File: config.mk
export PLATFORM = sky130hd
export DESIGN_NAME = ysyx_210544_wbu
export DESIGN_NICKNAME = d
export VERILOG_FILES = /design/src/rtl/ysyx_210544_wbu_pkg.sv /design/src/rtl/ysyx_210544_wbu_ld_ext.sv /design/src/rtl/ysyx_210544_wbu.sv
export SDC_FILE = /design/constraint.sdc
export NUM_CORES = 1
export LEC_CHECK = 0
export ABC_AREA = 0
export BUFFER_PORTS_ARGS = -buffer_cell sky130_fd_sc_hd__buf_2
export CAP_MARGIN = 20
export CORE_AREA = 4 4 182 184
export CTS_BUF_LIST = sky130_fd_sc_hd__clkbuf_2
export CTS_CLUSTER_SIZE = 28
export DETAILED_ROUTE_END_ITERATION = 8
export DIE_AREA = 0 0 186 188
export HOLD_SLACK_MARGIN = 0.03
export PLACE_DENSITY = 0.75
export RECOVER_POWER = 25
export SETUP_SLACK_MARGIN = 0.15
export SLEW_MARGIN = 40
export SYNTH_ARGS = -nofsm -noshare
export SYNTH_HDL_FRONTEND = slang
export SYNTH_SLANG_ARGS = --single-unit
File: constraint.sdc
create_clock -name clk -period 9.05 [get_ports clk]
set_clock_uncertainty 0.2 [all_clocks]
set_input_delay 0.905 -clock clk [delete_from_list [all_inputs] [get_ports clk]]
set_output_delay 0.905 -clock clk [all_outputs]
set_load 0.02 [all_outputs]
File: src/rtl/ysyx_210544_wbu_pkg.sv
// Shared widths, load funct3 codes and the writeback stage-register layout
// for the ysyx_210544 writeback unit.
package ysyx_210544_wbu_pkg;

  localparam int BUS_64   = 64;
  localparam int BUS_RIDX = 5;

  localparam logic [2:0] LD_LB  = 3'b000;
  localparam logic [2:0] LD_LH  = 3'b001;
  localparam logic [2:0] LD_LW  = 3'b010;
  localparam logic [2:0] LD_LD  = 3'b011;
  localparam logic [2:0] LD_LBU = 3'b100;
  localparam logic [2:0] LD_LHU = 3'b101;
  localparam logic [2:0] LD_LWU = 3'b110;

  localparam logic WB_SEL_ALU = 1'b0;
  localparam logic WB_SEL_MEM = 1'b1;

  typedef struct packed {
    logic [BUS_64-1:0]   pc;
    logic [31:0]         inst;
    logic [BUS_RIDX-1:0] rd;
    logic                rd_wen;
    logic                wb_sel;
    logic [2:0]          ld_op;
    logic [2:0]          addr_lo;
    logic [BUS_64-1:0]   alu_data;
    logic [BUS_64-1:0]   mem_rdata;
  } wb_entry_t;

endpackage

File: src/rtl/ysyx_210544_wbu_ld_ext.sv
// Load data extraction: aligns the addressed bytes of a raw doubleword to
// bit 0 and sign/zero-extends according to the load funct3.
module ysyx_210544_ld_ext
  import ysyx_210544_wbu_pkg::*;
(
  input  logic [2:0]        i_ld_op,
  input  logic [2:0]        i_addr_lo,
  input  logic [BUS_64-1:0] i_rdata,
  output logic [BUS_64-1:0] o_data
);

  logic [BUS_64-1:0] sh;

  // Each output lane picks the source byte addr_lo lanes above it; lanes
  // that would read past byte 7 are zero-filled.
  for (genvar gi = 0; gi < 8; gi++) begin : g_lane
    logic [3:0] src;
    assign src = {1'b0, i_addr_lo} + 4'(gi);
    assign sh[gi*8 +: 8] = src[3] ? 8'h00 : i_rdata[{src[2:0], 3'b000} +: 8];
  end

  always_comb begin
    o_data = '0;
    case (i_ld_op)
      LD_LB:   o_data = {{56{sh[7]}}, sh[7:0]};
      LD_LH:   o_data = {{48{sh[15]}}, sh[15:0]};
      LD_LW:   o_data = {{32{sh[31]}}, sh[31:0]};
      LD_LD:   o_data = sh;
      LD_LBU:  o_data = {56'd0, sh[7:0]};
      LD_LHU:  o_data = {48'd0, sh[15:0]};
      LD_LWU:  o_data = {32'd0, sh[31:0]};
      default: o_data = '0;
    endcase
  end

endmodule

File: src/rtl/ysyx_210544_wbu.sv
// Writeback stage: single-entry stage register with valid/ready handshake,
// register-file write port, difftest commit strobe and instret counter.
module ysyx_210544_wbu
  import ysyx_210544_wbu_pkg::*;
(
  input  logic                clk,
  input  logic                rst,
  input  logic                i_mem_valid,
  output logic                o_mem_ready,
  input  logic [BUS_64-1:0]   i_pc,
  input  logic [31:0]         i_inst,
  input  logic [BUS_RIDX-1:0] i_rd,
  input  logic                i_rd_wen,
  input  logic                i_wb_sel,
  input  logic [2:0]          i_ld_op,
  input  logic [2:0]          i_addr_lo,
  input  logic [BUS_64-1:0]   i_alu_data,
  input  logic [BUS_64-1:0]   i_mem_rdata,
  input  logic                i_wb_hold,
  output logic [BUS_RIDX-1:0] o_rd,
  output logic                o_rd_wen,
  output logic [BUS_64-1:0]   o_rd_data,
  output logic                o_commit_valid,
  output logic [BUS_64-1:0]   o_commit_pc,
  output logic [31:0]         o_commit_inst,
  output logic [BUS_64-1:0]   o_instret
);

  wb_entry_t         entry_reg;
  logic              valid_reg;
  logic [BUS_64-1:0] instret_reg;
  logic              retire;
  logic              accept;
  logic [BUS_64-1:0] ld_data;

  assign retire      = valid_reg && !i_wb_hold;
  assign o_mem_ready = !valid_reg || retire;
  assign accept      = i_mem_valid && o_mem_ready;

  always_ff @(posedge clk) begin
    if (!rst) begin
      valid_reg   <= 1'b0;
      entry_reg   <= '0;
      instret_reg <= '0;
    end else begin
      if (retire) begin
        instret_reg <= instret_reg + 64'd1;
      end
      // Accept takes priority so a same-edge retire/accept keeps valid high.
      if (accept) begin
        valid_reg           <= 1'b1;
        entry_reg.pc        <= i_pc;
        entry_reg.inst      <= i_inst;
        entry_reg.rd        <= i_rd;
        entry_reg.rd_wen    <= i_rd_wen;
        entry_reg.wb_sel    <= i_wb_sel;
        entry_reg.ld_op     <= i_ld_op;
        entry_reg.addr_lo   <= i_addr_lo;
        entry_reg.alu_data  <= i_alu_data;
        entry_reg.mem_rdata <= i_mem_rdata;
      end else if (retire) begin
        valid_reg <= 1'b0;
      end
    end
  end

  ysyx_210544_ld_ext u_ld_ext (
    .i_ld_op   (entry_reg.ld_op),
    .i_addr_lo (entry_reg.addr_lo),
    .i_rdata   (entry_reg.mem_rdata),
    .o_data    (ld_data)
  );

  assign o_rd           = entry_reg.rd;
  assign o_rd_wen       = retire && entry_reg.rd_wen && (entry_reg.rd != '0);
  assign o_rd_data      = (entry_reg.wb_sel == WB_SEL_MEM) ? ld_data : entry_reg.alu_data;
  assign o_commit_valid = retire;
  assign o_commit_pc    = entry_reg.pc;
  assign o_commit_inst  = entry_reg.inst;
  assign o_instret      = instret_reg;

endmodule

==> results.md, run 1 <==
- Post-synthesis sequential area ratio: 40.5%
- Final count of hold timing violations: 0
- Clock Latency Late Sink: 0.88 ns
- Vias in the first global route: 15696
- Total power: 3.02 mW
- Post-Synth Adder-Cell Area: 0.671%
- Cts hold-fix bufs: 224
- Routability cong.: 1.07
- Multi-input logic area: 7580 um2
- Startpoint Class: input port
- Vias post-DR: 16045
- Post-route DRC: 0
- XOR/XNOR share of the synthesized area: 1.81%
- Full die area: 35000 um2
- FF-to-FF path depth: 5
- Via density: 5.63
- Max Buffers Root-to-Sink: 3
- Number of synthesized flops with an enable pin: 0
- Mapped Cells: 1810
- Largest net degree at the start of global routing: 141
- Violated checks: capacitance limit, slew limit
- WL/cell: 19.9 um
- Row cnt: 65
- Fillers: 2627
- Root buffer cell: clkbuf_2
- Slew HR: -220%
- FFs w/ async S/R, synth: 0%
- # Post-CTS Setup Buffers: 0
- Syn Nets: 2059
- Worst vdd ir: 0.116 mV
- Tmin final: 6.41 ns
- Maxcap violations: 1
- Initial antenna violation count: 12
- Mean post-synth cell area: 8.25 um2
- Layout cell share with drive strength beyond 1: 25.6%
- Max reg flops: 136
- Hold path cells: 2
- Unrepaired setup endpoints after global routing: no
- Period utilization: 70.8%
- Drt pass-1 iters: 8
- Data required, critical path: 9.66 ns
- Post-synthesis compound-gate area fraction: 15.7%
- Num ports: 473
- Most used DFF post-synth: dfxtp_1
- Hold Crit Class: in -> reg
- Largest family of logic cells by synthesized area: simple AND/OR/NAND/NOR gates
- Die height: 188 um
- R2R Path Start: o_instret[5]$_SDFFE_PN0P_
- Core area: 31400 um2
- Post-CTS sizing: 0
- GR Util All Layers: 30.7%
- Yosys reg bits: 302
- Worst-path clk slew: 0.11 ns
- Crit end category: register
- HPWL after detailed placement: 38600 um
- Setup Total Neg Slack: 0 ns
- Max Transition Viols Final: 141
- Simple-gate share of the synthesized area: 20.9%
- Initial drt markers: 1224
- PD cells: 154 nW/um2
- Kind of critical path: in -> reg
- Post-Syn Area: 14900 um2
- Leakage: 8.41 nW
- Routed Antenna Nets: 0
- Status: finished with violations
- Port Buffers: 472
- CTS Buf Count: 82
- Global-route wire length before repair: 85600 um
- H-tree depth: 3
- Initial Util: 47.5%
- Worst slew pin tran: 4.77 ns
- CTS tree: done
- Netlist cell types: 55
- Final Util: 62.6%
- Worst path arrival time: 7.02 ns
- DRT Wirelength: 56600 um
- Clock sink total: 302
- Register area: 6050 um2
- Hold path start: rst
- Origin of the worst setup path: rst
- Mux contribution to synthesized area: 11.3%
- RR Endpoint: o_instret[38]$_SDFFE_PN0P_
- Flop2flop setup slack: 5.65 ns
- Fin nets: 2625
- Fmax: 156 MHz
- Syn-to-layout area delta: 31.7%
- Total gr overflow: 0
- Setup violators final: 0
- Synthesis Warnings: 0
- Die width: 186 um
- Crit path max fanout: 140
- Worst Hold Path EP: o_instret[61]$_SDFFE_PN0P_
kinds of logic after synthesis:
group / after synthesis
buffers and inverters: 253
adder cells (fa/ha/maj): 8
AO/OA/AOI/OAI: 398
multiplexers: 91
flip-flops: 302
XOR/XNOR: 30
AND/OR/NAND/NOR: 728
worst max-delay path by stage:
stage / end / slack (ns)
2_1_floorplan: o_rd_data[60] / 4.56
3_3_place_gp: o_rd_data[63] / 4.50
3_5_place_dp: o_rd_data[62] / 4.46
4_1_cts: o_rd_data[62] / 3.42
5_1_grt: entry_reg[11]$_SDFFE_PN0P_ / 2.11
6_report: entry_reg[21]$_SDFFE_PN0P_ / 2.64
synth_stat cells (all sizes together), types with 9 or more instances:
master,n,area [um2]
a222oi,9,90.1
or3,18,113
o2bb2ai,15,131
nor3,10,50.1
dfxtp,302,6050
mux4,62,1400
nand4,29,181
o21ai,19,95.1
buf,123,868
xnor2,12,105
a21oi,288,1440
a221oi,14,123
nand2,541,2030
mux2i,29,290
nor2,51,191
inv,26,97.6
clkbuf,104,390
xor2,18,165
or4,12,90.1
nand3,23,115
o31ai,13,97.6
layout make-up:
cell class	count	share of cell area (%)
antenna	11	0.140
multi-input combinational	1255	38.6
clock inverter	24	0.770
inverter	26	0.516
timing repair buffer	709	23.6
clock buffer	121	3.08
sequential	302	30.8
tap	402	2.56
report_power, final:
part | switching, mW | internal, mW
sequential | 0.0568 | 1.39
clock | 0.590 | 0.414
combinational | 0.325 | 0.248
total | 0.971 | 2.05
metal layers:
metal	part of all wire (%)	vias up	GRT usage (%)
met2	48	917	51.0
li1	-	7371	-
met5	0.039	-	0
met4	6.7	4	18.8
met3	9.0	213	8.17
met1	36	7540	34.9
worst max-delay path, stage by stage:
cell        delay (ns)
clkbuf_1          0.20
clkinvlp_2        3.58
buf_6             1.54
buf_4             0.45
a21oi_1           0.25
cell usage in the layout (no fill, tap or decap), drive strengths merged, types with 8 or more instances in the layout:
cell type	instances
mux4	62
nand3	23
inv	27
o31ai	13
nor2b	8
a222oi	9
o2bb2ai	15
clkbuf	195
a22oi	8
nand2	541
a21oi	288
o21ai	19
nand4	29
or4	12
nor3	10
mux2i	29
or3	18
xnor2	12
diode	11
nor2	51
ha	8
buf	411
clkinv	20
a221oi	14
xor2	18
dlygate4sd3	224
dfxtp	302
metrics by stage:
| step | cell area, um2 | cells | hold WS (ns) | setup slack, ns |
|---|---|---|---|---|
| floorplan | 14900 | 1810 | 0.232 | 4.56 |
| global placement | 16600 | 2468 | 0.238 | 4.50 |
| detailed placement | 16700 | 2470 | 0.243 | 4.46 |
| CTS | 19700 | 2839 | 0.0310 | 3.42 |
| global route | 19600 | 2846 | 0.0248 | 2.11 |
| finish | 19700 | 2850 | 0.126 | 2.64 |
Power figures use the tool's default switching activity.
==> run 2: changes to the inputs <==
- ABC_AREA: 0 -> 1
- CORE_AREA: 4 4 182 184 -> 4 4 184 186
- DIE_AREA: 0 0 186 188 -> 0 0 188 190
- PLACE_DENSITY: 0.75 -> 0.78
- clock period: 9.05 -> 6.7 ns (I/O delays scaled with it)
==> run 2 against run 1 <==
  * The flow still finishes with violations (capacitance limit, slew limit)
  * Flip-flop and latch count stayed put
  * Routed wire length is 20% higher
  * Clock-buffer cell count is 5 lower
  * Synthesized cell count is 39% higher
  * Area after synthesis is 8.9% higher
  * Final area is 9.7% higher
  * Register-to-register slack worse by 2.3 ns
  * Die area is 2.2% higher
  * Combinational power is 110% higher
  * First-iteration DRC count is 53% higher
  * Cell count is 28% higher
==> results.md, run 2 <==
- Fillers: 2695 (+2.6%)
- Routability cong.: 1.01 (-6.1%)
- Post-CTS sizing: 0 (unchanged)
- Post-synthesis sequential area ratio: 37.2% (-3.3 points)
- Most used DFF post-synth: dfxtp_1
- Full die area: 35700 um2 (+2.2%)
- Yosys reg bits: 302 (unchanged)
- GR Util All Layers: 36.2% (+5.5 points)
- Clock Latency Late Sink: 0.99 ns (+0.11 ns)
- Vias in the first global route: 19480 (+24%)
- Cell with the most instances after synthesis: nand2_1
- Slew HR: -121% (+99 points)
- Netlist cell types: 49 (-11%)
- Post-route DRC: 0 (unchanged)
- Commonest non-fill, non-tap cell in the layout: nand2_1
- Max Buffers Root-to-Sink: 3 (unchanged)
- Cts hold-fix bufs: 302 (+35%)
- Most frequent cells in the layout: 600 x nand2_1, 598 x nor2_1, 407 x buf_2
- Unrepaired setup endpoints after global routing: no
- Setup violators final: 0 (unchanged)
- CTS Buf Count: 79 (-3.7%)
- Total gr overflow: 0 (unchanged)
- Worst path arrival time: 4.54 ns (-2.48 ns)
- Maxcap violations: 2 (+1)
- Max reg flops: 136 (unchanged)
- Core area: 32300 um2 (+2.9%)
- Initial Util: 50.3% (+2.8 points)
- PD cells: 208 nW/um2 (+35%)
- Synthesis Warnings: 0 (unchanged)
- Die height: 190 um (+1.1%)
- Status: finished with violations
- Synth top area cells: dfxtp_1 37%, nand2_1 14%, nor2_1 14%
- Syn Nets: 2772 (+35%)
- Post-Syn Area: 16300 um2 (+8.9%)
- Mux contribution to synthesized area: 0% (-11 points)
- Row cnt: 66 (+1.5%)
- WL/cell: 18.6 um (-6.3%)
- Vias post-DR: 19891 (+24%)
- Simple-gate share of the synthesized area: 38.6% (+18 points)
- Largest net degree at the start of global routing: 116 (-18%)
- Worst-path clk slew: 0.10 ns (about the same)
- HPWL after detailed placement: 43500 um (+13%)
- Max Transition Viols Final: 187 (+33%)
- Mean post-synth cell area: 6.44 um2 (-22%)
- Hold Crit Class: in -> reg
- Via density: 5.44 (-3.4%)
- Crit path max fanout: 36 (-74%)
- Initial antenna violation count: 11 (-1)
- Total power: 4.49 mW (+49%)
- Num ports: 473 (unchanged)
- Largest family of logic cells by synthesized area: simple AND/OR/NAND/NOR gates
- Kind of critical path: reg -> out
- Syn-to-layout area delta: 32.6%
- Tmin final: 5.41 ns
- Final count of hold timing violations: 0 (unchanged)
- Initial drt markers: 1878 (+53%)
- XOR/XNOR share of the synthesized area: 1.10% (-0.71 points)
- Mapped Cells: 2523 (+39%)
- Die width: 188 um (+1.1%)
- Port Buffers: 472 (unchanged)
- FFs w/ async S/R, synth: 0% (unchanged)
- Root buffer cell: clkbuf_2
- # Post-CTS Setup Buffers: 0 (unchanged)
- Startpoint Class: register
- CTS tree: done
- Fmax: 185 MHz
- Fin nets: 3392 (+29%)
- Routed Antenna Nets: 0 (unchanged)
- H-tree depth: 3 (unchanged)
- Period utilization: 80.7%
- Post-Synth Adder-Cell Area: 0.616% (-0.055 points)
- Synth cell count leaders: 601 x nand2_1, 598 x nor2_1, 302 x dfxtp_1
- Crit end category: output pin
- Data required, critical path: 5.83 ns (-3.83 ns)
- Violated checks: capacitance limit, slew limit
- Clock sink total: 302 (unchanged)
- Largest area contributor in the netlist: dfxtp_1
- Drt pass-1 iters: 6 (-2)
- Worst vdd ir: 0.198 mV (+71%)
- Number of synthesized flops with an enable pin: 0 (unchanged)
- Post-synthesis compound-gate area fraction: 11.6% (-4.1 points)
- Synth top area share: 37.2% (-3.3 points)
- Worst slew pin tran: 3.31 ns (-1.46 ns)
- Leakage: 10.2 nW (+21%)
- Layout cell share with drive strength beyond 1: 18.8% (-6.9 points)
- DRT Wirelength: 68000 um (+20%)
- Setup Total Neg Slack: 0 ns (unchanged)
- Global-route wire length before repair: 105000 um (+22%)
==> run 2: routing by layer <==
layer	track usage [%]	vias up	wire (um)
met3	8.92	323	6270
met1	39.9	8985	24200
met4	24.4	0	5100
li1	-	9295	-
met2	62.0	1288	32400
met5	0	-	0
==> run 2: where the power goes <==
part / internal [mW] / switching [mW]
combinational: 0.445 / 0.767
clock: 0.468 / 0.818
sequential: 1.91 / 0.0858
total: 2.82 / 1.67
==> run 2: worst max-delay path: stages, from the launching register on <==
cell and delay, ns:
dfxtp_1 0.32, buf_4 0.35, clkinv_1 0.17, ha_2 0.72
inv_1 0.19, nand3_1 0.16, nand3_1 0.08, nand2_1 0.15
nand3_2 0.58, nand2_1 0.26, inv_2 0.15, nand2_1 0.09
nand2_1 0.06, nand2_1 0.08, buf_2 0.16
==> run 2: logic make-up after synthesis <==
logic type | Yosys count
fa+ha+maj | 8
simple gates | 1493
xor+xnor | 17
flops | 302
compound gates | 363
buf+inv | 340
==> run 2: final timing paths <==
kind                                startpoint                           end  slack [ns]  cells past startpoint
setup / recovery   entry_reg[129]$_SDFFE_PN0P_                 o_rd_data[30]        1.29                     14
setup reg to reg        valid_reg$_SDFFE_PN0P_  o_commit_pc[29]$_SDFFE_PN0P_        3.34                      6
hold reg to reg   o_commit_pc[43]$_SDFFE_PN0P_  o_commit_pc[43]$_SDFFE_PN0P_        0.29                      2
hold / removal                     i_mem_valid        valid_reg$_SDFFE_PN0P_        0.22                      3
==> run 2: layout make-up <==
| class | count | area [um2] | area share [%] |
|---|---|---|---|
| inverter | 92 | 355 | 1.65 |
| multi-input combinational | 1881 | 8460 | 39.3 |
| tap | 442 | 553 | 2.57 |
| clock buffer | 116 | 581 | 2.69 |
| sequential | 302 | 6050 | 28.1 |
| antenna | 14 | 35.0 | 0.163 |
| timing repair buffer | 787 | 5410 | 25.1 |
| clock inverter | 22 | 109 | 0.505 |
==> run 2: stage by stage <==
step                cells  utilization [%]  worst slack, ns  hold slack, ns  area [um2]
finish               3656             66.7             1.29           0.224       21600
global route         3651             66.7            0.893           0.200       21500
CTS                  3641             66.8             1.30           0.141       21600
detailed placement   3201             55.3             2.38           0.266       17900
global placement     3201             55.3             2.26           0.257       17900
floorplan            2523                -             3.39           0.249       16300
